===== src/rtl/bias_pkg.sv =====
// bias_pkg: shared constants, types and address-map helpers for the bias
// store (ROM/RAM) and its write-side loader.
//   calc_layer_offsets() : flat base address of each layer
//   calc_total_biases()  : total number of bias words across all layers
//   calc_max_channels()  : largest per-layer channel count
//   safe_clog2()         : $clog2 clamped to at least 1 bit
//   bias_ld_state_t      : loader FSM state encoding
package bias_pkg;

    // Layer tables are fixed-size so every user can share one array type;
    // entries at and above the active layer count are ignored.
    localparam int MAX_LAYERS = 8;

    typedef int layer_arr_t [MAX_LAYERS];

    localparam int         DEF_NUM_LAYERS     = 4;
    localparam layer_arr_t DEF_LAYER_CHANNELS = '{32'd4, 32'd8, 32'd16, 32'd32,
                                                  32'd0, 32'd0, 32'd0,  32'd0};

    typedef enum logic [1:0] {
        IDLE   = 2'd0,
        LOAD   = 2'd1,
        FINISH = 2'd2
    } bias_ld_state_t;

    // Width helper that never yields a zero-width vector.
    function automatic int safe_clog2(input int value);
        if (value <= 1) begin
            return 1;
        end else begin
            return $clog2(value);
        end
    endfunction

    // Running sum of channel counts: offset of layer i = sum of layers 0..i-1.
    function automatic layer_arr_t calc_layer_offsets(input layer_arr_t channels,
                                                      input int         num_layers);
        layer_arr_t offsets;
        int         acc;
        acc = 0;
        for (int i = 0; i < MAX_LAYERS; i++) begin
            offsets[i] = acc;
            if (i < num_layers) begin
                acc = acc + channels[i];
            end else begin
                acc = acc;
            end
        end
        return offsets;
    endfunction

    function automatic int calc_total_biases(input layer_arr_t channels,
                                             input int         num_layers);
        int acc;
        acc = 0;
        for (int i = 0; i < MAX_LAYERS; i++) begin
            if (i < num_layers) begin
                acc = acc + channels[i];
            end else begin
                acc = acc;
            end
        end
        return acc;
    endfunction

    function automatic int calc_max_channels(input layer_arr_t channels,
                                             input int         num_layers);
        int mx;
        mx = 0;
        for (int i = 0; i < MAX_LAYERS; i++) begin
            if ((i < num_layers) && (channels[i] > mx)) begin
                mx = channels[i];
            end else begin
                mx = mx;
            end
        end
        return mx;
    endfunction

    localparam int TOTAL_BIASES = calc_total_biases(DEF_LAYER_CHANNELS, DEF_NUM_LAYERS);
    localparam int MAX_CHANNELS = calc_max_channels(DEF_LAYER_CHANNELS, DEF_NUM_LAYERS);
    localparam int ADDR_W       = safe_clog2(TOTAL_BIASES);
    localparam int CH_W         = safe_clog2(MAX_CHANNELS);

endpackage


===== src/rtl/bias_word_packer.sv =====
// bias_word_packer: assembles a little-endian byte stream into BIAS_WIDTH words.
//   clk, rst_n  : clock / asynchronous active-low reset
//   clear       : drop any partially assembled word and restart at byte 0
//   byte_acc    : byte_in is consumed this cycle
//   byte_in     : stream byte
//   word_valid  : high in the cycle the final byte of a word is consumed
//   word        : complete word (valid alongside word_valid)
module bias_word_packer
    import bias_pkg::*;
#(
    parameter int BIAS_WIDTH = 32
) (
    input  logic                  clk,
    input  logic                  rst_n,
    input  logic                  clear,
    input  logic                  byte_acc,
    input  logic [7:0]            byte_in,
    output logic                  word_valid,
    output logic [BIAS_WIDTH-1:0] word
);

    localparam int BPW  = BIAS_WIDTH / 8;
    localparam int BC_W = safe_clog2(BPW);

    logic [BIAS_WIDTH-1:0] sr_q, sr_d;
    logic [BC_W-1:0]       byte_cnt_q, byte_cnt_d;
    logic                  last_s;

    // Place the incoming byte at its lane; earlier lanes come from the register.
    always_comb begin
        word               = sr_q;
        word[int'(byte_cnt_q) * 8 +: 8] = byte_in;
        last_s             = (byte_cnt_q == BC_W'(BPW - 1));
        word_valid         = byte_acc && last_s;
    end

    // Next-state for lane register and byte counter; clear has priority.
    always_comb begin
        sr_d       = sr_q;
        byte_cnt_d = byte_cnt_q;
        if (clear) begin
            sr_d       = '0;
            byte_cnt_d = '0;
        end else if (byte_acc) begin
            sr_d = word;
            if (last_s) begin
                byte_cnt_d = '0;
            end else begin
                byte_cnt_d = byte_cnt_q + BC_W'(1);
            end
        end else begin
            sr_d       = sr_q;
            byte_cnt_d = byte_cnt_q;
        end
    end

    // Lane register and byte counter flops.
    always_ff @(posedge clk or negedge rst_n) begin
        if (!rst_n) begin
            sr_q       <= '0;
            byte_cnt_q <= '0;
        end else begin
            sr_q       <= sr_d;
            byte_cnt_q <= byte_cnt_d;
        end
    end

endmodule


===== src/rtl/bias_loader.sv =====
// bias_loader: loads one layer's biases from a byte stream into the bias store.
//   clk, rst_n   : clock / asynchronous active-low reset
//   start, abort : begin loading layer_sel / cancel an in-progress load
//   layer_sel    : layer to load, sampled when start is accepted
//   s_data, s_valid, s_ready : byte stream (valid/ready)
//   wr_en, wr_addr, wr_data  : bias store write port (registered)
//   busy  : load in progress;  done : load complete pulse;  err : bad layer pulse
module bias_loader
    import bias_pkg::*;
#(
    parameter int         NUM_LAYERS     = DEF_NUM_LAYERS,
    parameter layer_arr_t LAYER_CHANNELS = DEF_LAYER_CHANNELS,
    parameter int         BIAS_WIDTH     = 32,
    localparam int        LAYER_W        = safe_clog2(NUM_LAYERS),
    localparam int        TOTAL_L        = calc_total_biases(LAYER_CHANNELS, NUM_LAYERS),
    localparam int        ADDR_W_L       = safe_clog2(TOTAL_L)
) (
    input  logic                  clk,
    input  logic                  rst_n,
    input  logic                  start,
    input  logic                  abort,
    input  logic [LAYER_W-1:0]    layer_sel,
    input  logic [7:0]            s_data,
    input  logic                  s_valid,
    output logic                  s_ready,
    output logic                  wr_en,
    output logic [ADDR_W_L-1:0]   wr_addr,
    output logic [BIAS_WIDTH-1:0] wr_data,
    output logic                  busy,
    output logic                  done,
    output logic                  err
);

    localparam layer_arr_t LAYER_OFFSETS = calc_layer_offsets(LAYER_CHANNELS, NUM_LAYERS);
    localparam int         CH_W_L        = safe_clog2(calc_max_channels(LAYER_CHANNELS, NUM_LAYERS));

    bias_ld_state_t        state_q, state_d;
    logic [LAYER_W-1:0]    layer_q, layer_d;
    logic [CH_W_L-1:0]     ch_cnt_q, ch_cnt_d;
    logic                  s_ready_q, s_ready_d;
    logic                  wr_en_q, wr_en_d;
    logic [ADDR_W_L-1:0]   wr_addr_q, wr_addr_d;
    logic [BIAS_WIDTH-1:0] wr_data_q, wr_data_d;
    logic                  done_q, done_d;
    logic                  err_q, err_d;

    logic                  layer_ok_s;
    logic                  start_acc_s;
    logic                  byte_acc_s;
    logic                  last_ch_s;
    logic                  word_valid_s;
    logic [BIAS_WIDTH-1:0] word_s;

    // Request decode. abort beats start, and an aborting cycle consumes no byte,
    // so a word completing under abort is never written.
    always_comb begin
        layer_ok_s  = (int'(layer_sel) < NUM_LAYERS);
        start_acc_s = (state_q == IDLE) && start && !abort && layer_ok_s;
        byte_acc_s  = (state_q == LOAD) && s_valid && s_ready_q && !abort;
        last_ch_s   = (int'(ch_cnt_q) == (LAYER_CHANNELS[int'(layer_q)] - 1));
    end

    bias_word_packer #(
        .BIAS_WIDTH (BIAS_WIDTH)
    ) u_packer (
        .clk        (clk),
        .rst_n      (rst_n),
        .clear      (start_acc_s || abort),
        .byte_acc   (byte_acc_s),
        .byte_in    (s_data),
        .word_valid (word_valid_s),
        .word       (word_s)
    );

    // FSM state register.
    always_ff @(posedge clk or negedge rst_n) begin
        if (!rst_n) begin
            state_q <= IDLE;
        end else begin
            state_q <= state_d;
        end
    end

    // FSM next-state logic.
    always_comb begin
        state_d = state_q;
        case (state_q)
            IDLE: begin
                if (start_acc_s) begin
                    state_d = LOAD;
                end else begin
                    state_d = IDLE;
                end
            end
            LOAD: begin
                if (abort) begin
                    state_d = IDLE;
                end else if (word_valid_s && last_ch_s) begin
                    state_d = FINISH;
                end else begin
                    state_d = LOAD;
                end
            end
            FINISH: begin
                state_d = IDLE;
            end
            default: begin
                state_d = IDLE;
            end
        endcase
    end

    // FSM outputs and datapath next values (all registered below).
    always_comb begin
        layer_d   = layer_q;
        ch_cnt_d  = ch_cnt_q;
        s_ready_d = (state_d == LOAD);
        wr_en_d   = word_valid_s;
        wr_addr_d = wr_addr_q;
        wr_data_d = wr_data_q;
        done_d    = 1'b0;
        err_d     = 1'b0;

        if (word_valid_s) begin
            wr_addr_d = ADDR_W_L'(LAYER_OFFSETS[int'(layer_q)] + int'(ch_cnt_q));
            wr_data_d = word_s;
        end else begin
            wr_addr_d = wr_addr_q;
            wr_data_d = wr_data_q;
        end

        case (state_q)
            IDLE: begin
                if (start_acc_s) begin
                    layer_d  = layer_sel;
                    ch_cnt_d = '0;
                end else begin
                    layer_d  = layer_q;
                    ch_cnt_d = ch_cnt_q;
                end
                err_d = start && !abort && !layer_ok_s;
            end
            LOAD: begin
                if (abort) begin
                    ch_cnt_d = '0;
                end else if (word_valid_s && !last_ch_s) begin
                    ch_cnt_d = ch_cnt_q + CH_W_L'(1);
                end else begin
                    // The last channel holds its count; it wraps on the way out of FINISH.
                    ch_cnt_d = ch_cnt_q;
                end
            end
            FINISH: begin
                ch_cnt_d = '0;
                done_d   = !abort;
            end
            default: begin
                ch_cnt_d = '0;
            end
        endcase
    end

    // Datapath and registered output flops.
    always_ff @(posedge clk or negedge rst_n) begin
        if (!rst_n) begin
            layer_q   <= '0;
            ch_cnt_q  <= '0;
            s_ready_q <= 1'b0;
            wr_en_q   <= 1'b0;
            wr_addr_q <= '0;
            wr_data_q <= '0;
            done_q    <= 1'b0;
            err_q     <= 1'b0;
        end else begin
            layer_q   <= layer_d;
            ch_cnt_q  <= ch_cnt_d;
            s_ready_q <= s_ready_d;
            wr_en_q   <= wr_en_d;
            wr_addr_q <= wr_addr_d;
            wr_data_q <= wr_data_d;
            done_q    <= done_d;
            err_q     <= err_d;
        end
    end

    assign s_ready = s_ready_q;
    assign wr_en   = wr_en_q;
    assign wr_addr = wr_addr_q;
    assign wr_data = wr_data_q;
    assign busy    = (state_q != IDLE);
    assign done    = done_q;
    assign err     = err_q;

endmodule


===== config.mk =====
export PLATFORM = sky130hd
export DESIGN_NAME = bias_loader
export DESIGN_NICKNAME = d
export VERILOG_FILES = /design/src/rtl/bias_pkg.sv /design/src/rtl/bias_word_packer.sv /design/src/rtl/bias_loader.sv
export SDC_FILE = /design/constraint.sdc
export NUM_CORES = 1
export LEC_CHECK = 0
export CAP_MARGIN = 10
export CELL_PAD_IN_SITES_DETAIL_PLACEMENT = 1
export CELL_PAD_IN_SITES_GLOBAL_PLACEMENT = 2
export CORE_ASPECT_RATIO = 0.6
export CORE_MARGIN = 4
export CORE_UTILIZATION = 34
export CTS_CLUSTER_SIZE = 28
export DETAILED_ROUTE_END_ITERATION = 6
export PLACE_DENSITY_LB_ADDON = 0.1
export SYNTH_ARGS = -nofsm -noshare
export SYNTH_HDL_FRONTEND = slang
export SYNTH_SLANG_ARGS = --single-unit

===== constraint.sdc =====
create_clock -name clk -period 2.45 [get_ports clk]
set_clock_uncertainty 0.1 [all_clocks]
set_input_delay 0.49 -clock clk [delete_from_list [all_inputs] [get_ports clk]]
set_output_delay 0.49 -clock clk [all_outputs]
set_load 0.005 [all_outputs]

After elaboration in Yosys (flattened, before gate mapping)
Memories as Yosys holds them, arrays and structs flattened. Index checks and enable logic that the tools add are counted.

Multiplexer cells: 19. Bitwise logic cells: 1. Reductions and logical operators: 16. Add/subtract/negate cells: 5. Shifts and indexed selects: 2. Eq/ne operators: 7. Magnitude comparators: 1.

Operator list (number): 32-bit 2-to-1 mux (4); 5-bit negator with 33-bit output (1); 8-bit by 33-bit variable shift with 32-bit output (first input constant) (1); 8-bit by 33-bit indexed part select with 32-bit output (1); 32-bit bitwise mux (1); 6-bit by 32-bit == test with 1-bit output (1); 32-bit by 4-bit >= comparator with 1-bit output (second input constant) (1); 2-bit NOT with 32-bit output (1); 32-bit by 2-bit subtractor with 32-bit output (second input constant) (1); 5-bit 2-to-1 mux (3); 6-bit 2-to-1 mux (2); 2-bit 2-to-1 mux (5); 5-bit one-hot mux with 2 select lines (1); 1-bit logical AND (8); 6-bit adder (1); 5-bit by 1-bit adder with 5-bit output (second input constant) (1); 2-bit by 1-bit == test with 1-bit output (second input constant) (2); 2-bit == test (second input constant) (2); 2-bit one-hot mux with 2 select lines (1); 2-bit AND reduction (2); 2-bit nonzero test (2); 3-bit by 2-bit != test with 1-bit output (second input constant) (1); 2-bit by 1-bit adder with 2-bit output (second input constant) (1); 1-bit logical NOT (2); other kinds (4) (5).

Output and inout port bits: 43. Input port bits: 15. Register bits after elaboration: 84. Memories kept: 2. Logic and storage cells: 63. ROM bits: 512.

Memory list: (no name shown) (words 8, bits a word 32, rd ports 1, clocked after memory_dff 0, wr ports 0, RTL line bias_loader.sv:125) `wr_addr_d = ADDR_W_L'(LAYER_OFFSETS[int'(layer_q)] + int'(ch_cnt_q));`; (no name shown) (words 8, bits a word 32, rd ports 1, clocked after memory_dff 0, wr ports 0, RTL line bias_loader.sv:60) `last_ch_s = (int'(ch_cnt_q) == (LAYER_CHANNELS[int'(layer_q)] - 1));`.

Longest topological paths before layout
Gate-level depths: netlist (run 1).

Depth in word-level cells: 11. Gate-level depth with buffers: 8. Mapped depth without buffers: 7.

Cells and area by module
Synthesis (run 1) repeated with hierarchy kept, for this count alone.

Cell total of the unflattened synthesis: 377. Area total of the unflattened synthesis: 4155.2 um2.

Modules (own cells, without submodules): bias_loader (area an instance 2145.8 um2, sequential area each 1251.2 um2, cells an instance 159, times used 1); bias_word_packer (area an instance 2009.4 um2, sequential area each 850.8 um2, cells an instance 218, times used 1).

Least setup slack after synthesis (run 1)
No wires, ideal clock.

Path type: register -> register. From: reg layer_q[1]. To: reg ch_cnt_q[4]. Slack: 0.210 ns. Arrival time: 2.062 ns. Buffers on the path: 1. Clock period less this slack: 2.240 ns. Cell stages (with the launch flop): 8. Library setup time: 0.077 ns. Required time: 2.273 ns. Cell sequence: dfrtp_1 > or2_2 > ha_1 > xor2_1 > and4_1 > buf_1 > or4_1 > a21oi_1.

Word-level cells in the longest chain between the ends: 10.

Ends and longest elaborated chain: start: declaration (RTL line bias_loader.sv:38) `logic [LAYER_W-1:0] layer_q, layer_d;`; start signal: assignment (RTL line bias_loader.sv:175) `layer_q <= layer_d;`; 2-bit NOT with 32-bit output (implied by the code) (RTL line bias_loader.sv:60); memory read 8 x 32 bit; 32-bit 2-to-1 mux (implied by the code) (2 in a row) (RTL line bias_loader.sv:60); 32-bit by 2-bit subtractor with 32-bit output (RTL line bias_loader.sv:60); 6-bit by 32-bit == test with 1-bit output (RTL line bias_loader.sv:60); 1-bit logical NOT (RTL line bias_loader.sv:146) `end else if (word_valid_s && !last_ch_s) begin`; 1-bit logical AND (RTL line bias_loader.sv:146); 3-bit by 2-bit != test with 1-bit output (no source line); 2-bit AND reduction (no source line); end signal: assignment (RTL line bias_loader.sv:176) `ch_cnt_q <= ch_cnt_d;`; end: declaration (RTL line bias_loader.sv:39) `logic [CH_W_L-1:0] ch_cnt_q, ch_cnt_d;`.

No other way between the ends. The select of a mux whose other input is x is not followed. A chain may end at the register's enable or synchronous reset.

Worst setup path after layout (run 1)
Ends and elaborated chain as after synthesis.

==> results of run 1 <==
## layer usage
| layer | up-vias | global-route usage (%) |
|---|---|---|
| met5 | - | 0 |
| met4 | 0 | 4.62 |
| met3 | 8 | 4.60 |
| met2 | 71 | 24.9 |
| met1 | 1593 | 28.2 |
| li1 | 1428 | - |
## path summary, 6_finish.rpt
kind                             from                to  slack [ns]  cells after the start
max in group asynchronous       rst_n  u_packer.sr_q[1]        1.64                      2
min reg2reg                wr_addr[1]        wr_addr[1]        0.37                      2
max                        layer_q[1]       ch_cnt_q[4]        0.13                      6
min                             rst_n        layer_q[0]        0.06                      1
min in group clk           wr_addr[1]        wr_addr[1]        0.37                      2
max reg2reg                layer_q[1]       ch_cnt_q[4]        0.13                      6
## sequential cells by signal, indices dropped and copies added (netlist names)
| name | count |
|---|---|
| state_q | 2 |
| done | 1 |
| wr_addr | 6 |
| layer_q | 2 |
| ch_cnt_q | 5 |
| wr_data | 32 |
| u_packer.byte_cnt_q | 2 |
| wr_en | 1 |
| u_packer.sr_q | 32 |
| s_ready | 1 |
## Yosys cell counts, types with 3 or more instances
cell type / number
or2_2: 3
clkinv_1: 4
nor4_2: 3
a221oi_1: 30
nand3_1: 5
o31ai_1: 3
o21ai_0: 7
nor2b_1: 5
nand2_1: 20
a21oi_1: 11
buf_2: 8
a22o_1: 30
nand4_1: 5
dfrtp_1: 84
ha_1: 11
clkbuf_1: 9
inv_1: 8
nor4_1: 3
nor2_1: 67
buf_1: 8
xor2_1: 3
## worst register-to-register path, delay by kind of cell, from the launching register on
| kind | cells | cell delay (ns) |
|---|---|---|
| fa+ha+maj | 1 | 0.29 |
| simple gates | 3 | 1.14 |
| xor+xnor | 1 | 0.15 |
| compound gates | 1 | 0.16 |
| flops | 1 | 0.41 |
## layout make-up
class / instances / share of cell area [%]
Inverter: 12 / 0.902
Multi-Input combinational cell: 233 / 30.2
Clock buffer: 10 / 4.59
Tap cell: 139 / 3.48
Clock inverter: 6 / 2.23
Timing Repair Buffer: 85 / 16.5
Sequential cell: 84 / 42.1
## placed cells by master, fill, tap and decap left out, types with 2 or more instances in the layout
cell type / instances
a221oi_1: 30
clkdlybuf4s50_1: 55
nand4_1: 5
or2_2: 3
clkbuf_16: 9
nor4_2: 3
a22o_1: 30
o31ai_1: 3
a21o_1: 2
buf_12: 4
nor3b_1: 2
bufinv_16: 3
xor2_1: 3
nand2_1: 20
nor2_1: 67
ha_1: 11
dfrtp_1: 84
o21ai_0: 7
buf_4: 26
a21oi_1: 11
nor2b_1: 5
or4_1: 2
nor4_1: 3
nor3_1: 2
o2bb2ai_1: 2
clkinv_1: 4
inv_1: 8
nand2b_1: 2
o21bai_1: 2
nand3_1: 5
## power breakdown
part           internal [uW]  switching (uW)  total [uW]  leakage, uW
logic                   94.0             153         247     0.000946
clock network            998             554        1550     0.000163
registers               1400            14.1        1410      0.00117
## stage by stage
step	setup slack (ns)	power (uW)
6_report	0.128	3210
5_1_grt	0.0521	3350
4_1_cts	0.129	3260
3_5_place_dp	-0.0941	1690
3_3_place_gp	-0.0733	1680
2_1_floorplan	0.210	1550
## cell families (layout without fill, tap and decap cells)
family	Yosys count	in the layout
DFF	84	84
other	1	1
muxes	1	1
and+or+nand+nor	123	123
AOI/OAI and AO/OA	93	93
adders and majority gates	12	12
buffers and inverters	38	113
xor gates and xnor gates	3	3
==> results.md, run 1 <==
- Worst setup EP type: register
- Antenna Violating Nets Remaining: 0
- CP arrival: about 2.5 ns
- Startpoint types: register
- Min Hold Slack: roughly 0.055 ns
- FMAX: roughly 0.43 GHz
- Area fraction of the dominant cell type after synthesis: a little under three fifths
- Area growth from synthesis to layout: 32.6%
- Clock-pin slew on the worst setup and hold paths: about 0.060 ns
- WS Path Type: register to register
- Uppermost layer routed: met4
- Largest net degree at the start of global routing: 43
- Met3 routed WL: 425 um
- Final hold vios: 0
- First-pass GRT wire length: 17700 um
- Area leader, netlist: dfrtp_1
- Placed Instances: around 550
- Area contributors post-synth: dfrtp_1 (56%), a221oi_1 (7.0%), a22o_1 (7.0%), nor2_1 (6.7%), ha_1 (3.7%)
- CP peak stage delay: 0.50 ns
- Finished Layout Cells: 569
- Worst slew margin: roughly 60%
- Clock Sinks: 84
- DP HPWL: 7730 um
- Layout cells sized above 1: 12.1%
- DP Area: approximately 0.0047 sq mm
- Area of the multi-input gates: 0.00151 sq mm
- Antenna violations before repair: 0
- Max Slew Vio Count: 0
- Post-synthesis sequential area ratio: a little under three fifths
- Initial Util: 35.3%
- Yosys cell types: 42
- Post_cts resized: 0
- Period utilisation layout: a little over nine tenths
- Crit-path leading delay family: simple AND/OR/NAND/NOR gates
- Post-Syn Area per Cell: approximately 11 sq um
- Number of synthesized flops with an enable pin: 0
- Hold buffers post-CTS: 0
- Overflow left after global routing: 0
- Vias per inst: 5.45
- Crit-path max FO: 9
- Routability cong.: approximately 0.8
- Post-Syn Area: roughly 0.0038 sq mm
- Synth Area in XOR/XNOR: 0.698%
- Mapped Nets: roughly 380
- Met2 routed wirelength: 4260 um
- Tot GR Track Use: between 10% and 20%
- Vias in the first global route: 3174
- Buf+Inv Stages, Crit Path: 0
- Worst path slowest cell: or4_1
- TritonRoute pass-1 iters: 4
- Critical Path RT: between 2 and 3 ns
- Die Span X: 144 um
- Crit path cell chain: or2_2, ha_1, xor2_1, and4_1, or4_1, a21oi_1
- #FFs+latches synth: 84
- Hold Crit Class: input port to async pin
- Area taken by flip-flops and latches: approximately 0.0021 sq mm
- Synth Instances: 355
- Final core utilization: between 40% and 50%
- Ys flop type: dfrtp_1
- N_diodes: 0
- Status: complete, no violations
- Tmin final: 2.32 ns
- VDD IR-drop max: 0.000341 V
- Post-synthesis compound-gate area fraction: 19.5%
- H-Tree Depth: 3
- Buffers from clock root to sink, at most: 2
- Fill count: between 1000 and 1500
- Met1 Wirelength: roughly 5700 um
- Adder-cell share of the synthesized area: 4.19%
- Max-cap viol count: 0
- Port buffer count: 56
- # IOs: 58
- Number of CTS-inserted buffers: 9
- Vias post-DR: a little over 3000
- # DRC: 0
- P per Cell Area: 644 mW/mm^2
- Warnings, synthesis: 0
- Mux cell area share after synthesis: less than 1%
- Post-CTS Setup Bufs: 0
- Largest family of logic cells by synthesized area: compound AO/OA/AOI/OAI gates
- Finished Cell Area: 0.00499 sq mm
- DIE AREA: about 0.013 sq mm
- Routed WL: 10500 um
- Worst slew pin tran: slightly below 0.6 ns
- Die Ht: approximately 90 um
- Area share of and/or/nand/nor cells after synthesis: 15.2%
- Root buf cell: clkbuf_16
- Leakage: about 0.0023 uW
- # nets final: around 450
- Post-synthesis async set-or-reset flop share: 100%
- Core area: roughly 0.011 sq mm
- DR WL/cell: 18.4 um
- Clock Latency Late Sink: roughly 0.34 ns
- CTS tree: done
- # setup viols final: 0
- RSZ-0062 raised after global routing: no
- Initial drt markers: 209
- Final setup TNS: 0 ns
- Rows: 29
Power figures use the tool's default switching activity.
==> run 2: changes to the inputs <==
Settings changed: CORE_UTILIZATION 34 to 40, DONT_BUFFER_PORTS set to 1.
==> run 2 against run 1 <==
Net effect:
- the flow now finishes with violations (hold timing)
- die area shrank 14%
- sequential power about the same
- worst hold slack worse by 0.31 ns
- combinational power shrank 39%
- setup slack got worse by 0.026 ns
- maximum frequency fell by 1.1%
- largest power group is now sequential cells
- highest routed layer unchanged
==> results.md, run 2 (synthesis gave the netlist of run 1 again) <==
- Status: complete, but fails checks
- Failing checks: hold timing
- Vias post-DR: 2736
- Clock-pin slew on the worst setup and hold paths: about 0.07 ns
- DR WL/cell: between 20 and 25 um
- Final hold vios: 84
- RSZ-0062 raised after global routing: no
- Worst path slowest cell: or4_1
- Startpoint types: register
- Period utilisation layout: about 96%
- Final setup TNS: 0 ns
- Crit-path max FO: 9
- Initial Util: 41.1%
- Crit-path leading delay family: simple AND/OR/NAND/NOR gates
- Routed WL: 9980 um
- Initial drt markers: roughly 170
- Leakage: between 0.0015 and 0.002 uW
- # DRC: 0
- Leading cell type in the layout, fill and taps excluded: dfrtp_1
- VDD IR-drop max: around 0.00029 V
- Routability cong.: about 0.75
- Max-cap viol count: 0
- Buf+Inv Stages, Crit Path: 0
- Die Span X: around 130 um
- M2 GR Usage: 25.4%
- Rows: 27
- Max Slew Vio Count: 0
- Vias in the first global route: 2907
- TritonRoute pass-1 iters: 4
- Min Hold Slack: -0.258 ns
- CP peak stage delay: roughly 0.49 ns
- Clock Sinks: 84
- Critical Path RT: around 2.6 ns
- Worst slew pin tran: slightly below 0.7 ns
- Worst setup EP type: register
- # setup viols final: 0
- CTS tree: done
- Busiest layer in global routing: met1
- Met1 Usage GRT: between 20% and 30%
- Worst slew margin: between 50% and 60%
- # IOs: 58
- First-pass GRT wire length: about 17000 um
- Tmin final: about 2.3 ns
- CP arrival: 2.52 ns
- Tot GR Track Use: a little under a fifth
- Post-CTS Setup Bufs: 0
- Layout cells sized above 1: between 10% and 20%
- Die Ht: roughly 83 um
- DP HPWL: 6970 um
- Finished Cell Area: around 0.0042 sq mm
- DIE AREA: 0.0111 sq mm
- Buffers from clock root to sink, at most: 2
- Vias per inst: around 5.6
- DP Area: approximately 0.0039 sq mm
- Antenna violations before repair: 0
- Met3 usage: under 10%
- Area growth from synthesis to layout: 12.7%
- Core area: 0.00916 sq mm
- Overflow left after global routing: 0
- N_diodes: 0
- Hold Crit Class: input port to async pin
- WS Path Type: register to register
- Design Power: 2940 uW
- P per Cell Area: around 700 mW/mm^2
- Crit path cell chain: or2_2, ha_1, xor2_1, and4_1, or4_1, a21oi_1
- Largest net degree at the start of global routing: 85
- Clock Latency Late Sink: between 0.3 and 0.4 ns
- Number of CTS-inserted buffers: 9
- Antenna Violating Nets Remaining: 0
- FMAX: 0.426 GHz
- Post_cts resized: 0
- H-Tree Depth: 3
- Final core utilization: a little under half
- Most frequent cells in the layout: dfrtp_1 (84), nor2_1 (67), a22o_1 (30), a221oi_1 (30), nand2_1 (20)
- Port buffer count: 0
- Fill count: between 1000 and 1500
- # nets final: roughly 380
- Root buf cell: clkbuf_16
==> run 2: cell types whose count changed in the layout (fill, tap and decap cells not counted), sizes merged <==
cell	delta
clkdlybuf4s50	-55
buf	-15
clkinvlp	+1
bufinv	-2
clkbuf	+1
==> run 2: path summary, 6_finish.rpt <==
kind	from	to	slack [ns]	depth (start not counted)
min in group clk	abort	done	0.11	1
max reg2reg	layer_q[1]	ch_cnt_q[4]	0.10	6
max in group asynchronous	rst_n	wr_data[16]	2.39	0
min reg2reg	u_packer.sr_q[13]	u_packer.sr_q[13]	0.39	1
max	layer_q[1]	ch_cnt_q[4]	0.10	6
min	rst_n	u_packer.sr_q[30]	-0.26	0
==> run 2: area by class of cell <==
type | count | area [sq um] | area share, %
Sequential cell | 84 | 2100 | 49.6
Multi-Input combinational cell | 233 | 1510 | 35.5
Clock buffer | 11 | 243 | 5.72
Tap cell | 130 | 163 | 3.83
Timing Repair Buffer | 15 | 125 | 2.95
Clock inverter | 5 | 58.8 | 1.39
Inverter | 12 | 45.0 | 1.06
==> run 2: power by group <==
group          switching, uW  leakage (uW)  internal (uW)
clock network            557      0.000142            820
registers               15.7       0.00117           1400
logic                   94.9      0.000669           55.0
==> run 2: per-stage QoR <==
step | setup slack [ns] | std cells
6_report | 0.102 | 490
5_1_grt | 0.0246 | 490
4_1_cts | 0.107 | 490
3_5_place_dp | 0.110 | 474
3_3_place_gp | 0.212 | 474
2_1_floorplan | 0.210 | 355
==> run 2: per-layer routing <==
layer,wire (um),part of all wire [%],vias to the layer above
met4,89,0.89,0
met5,0,0,-
met3,606,6.1,10
met2,3940,40,66
met1,5340,54,1383
li1,-,-,1277
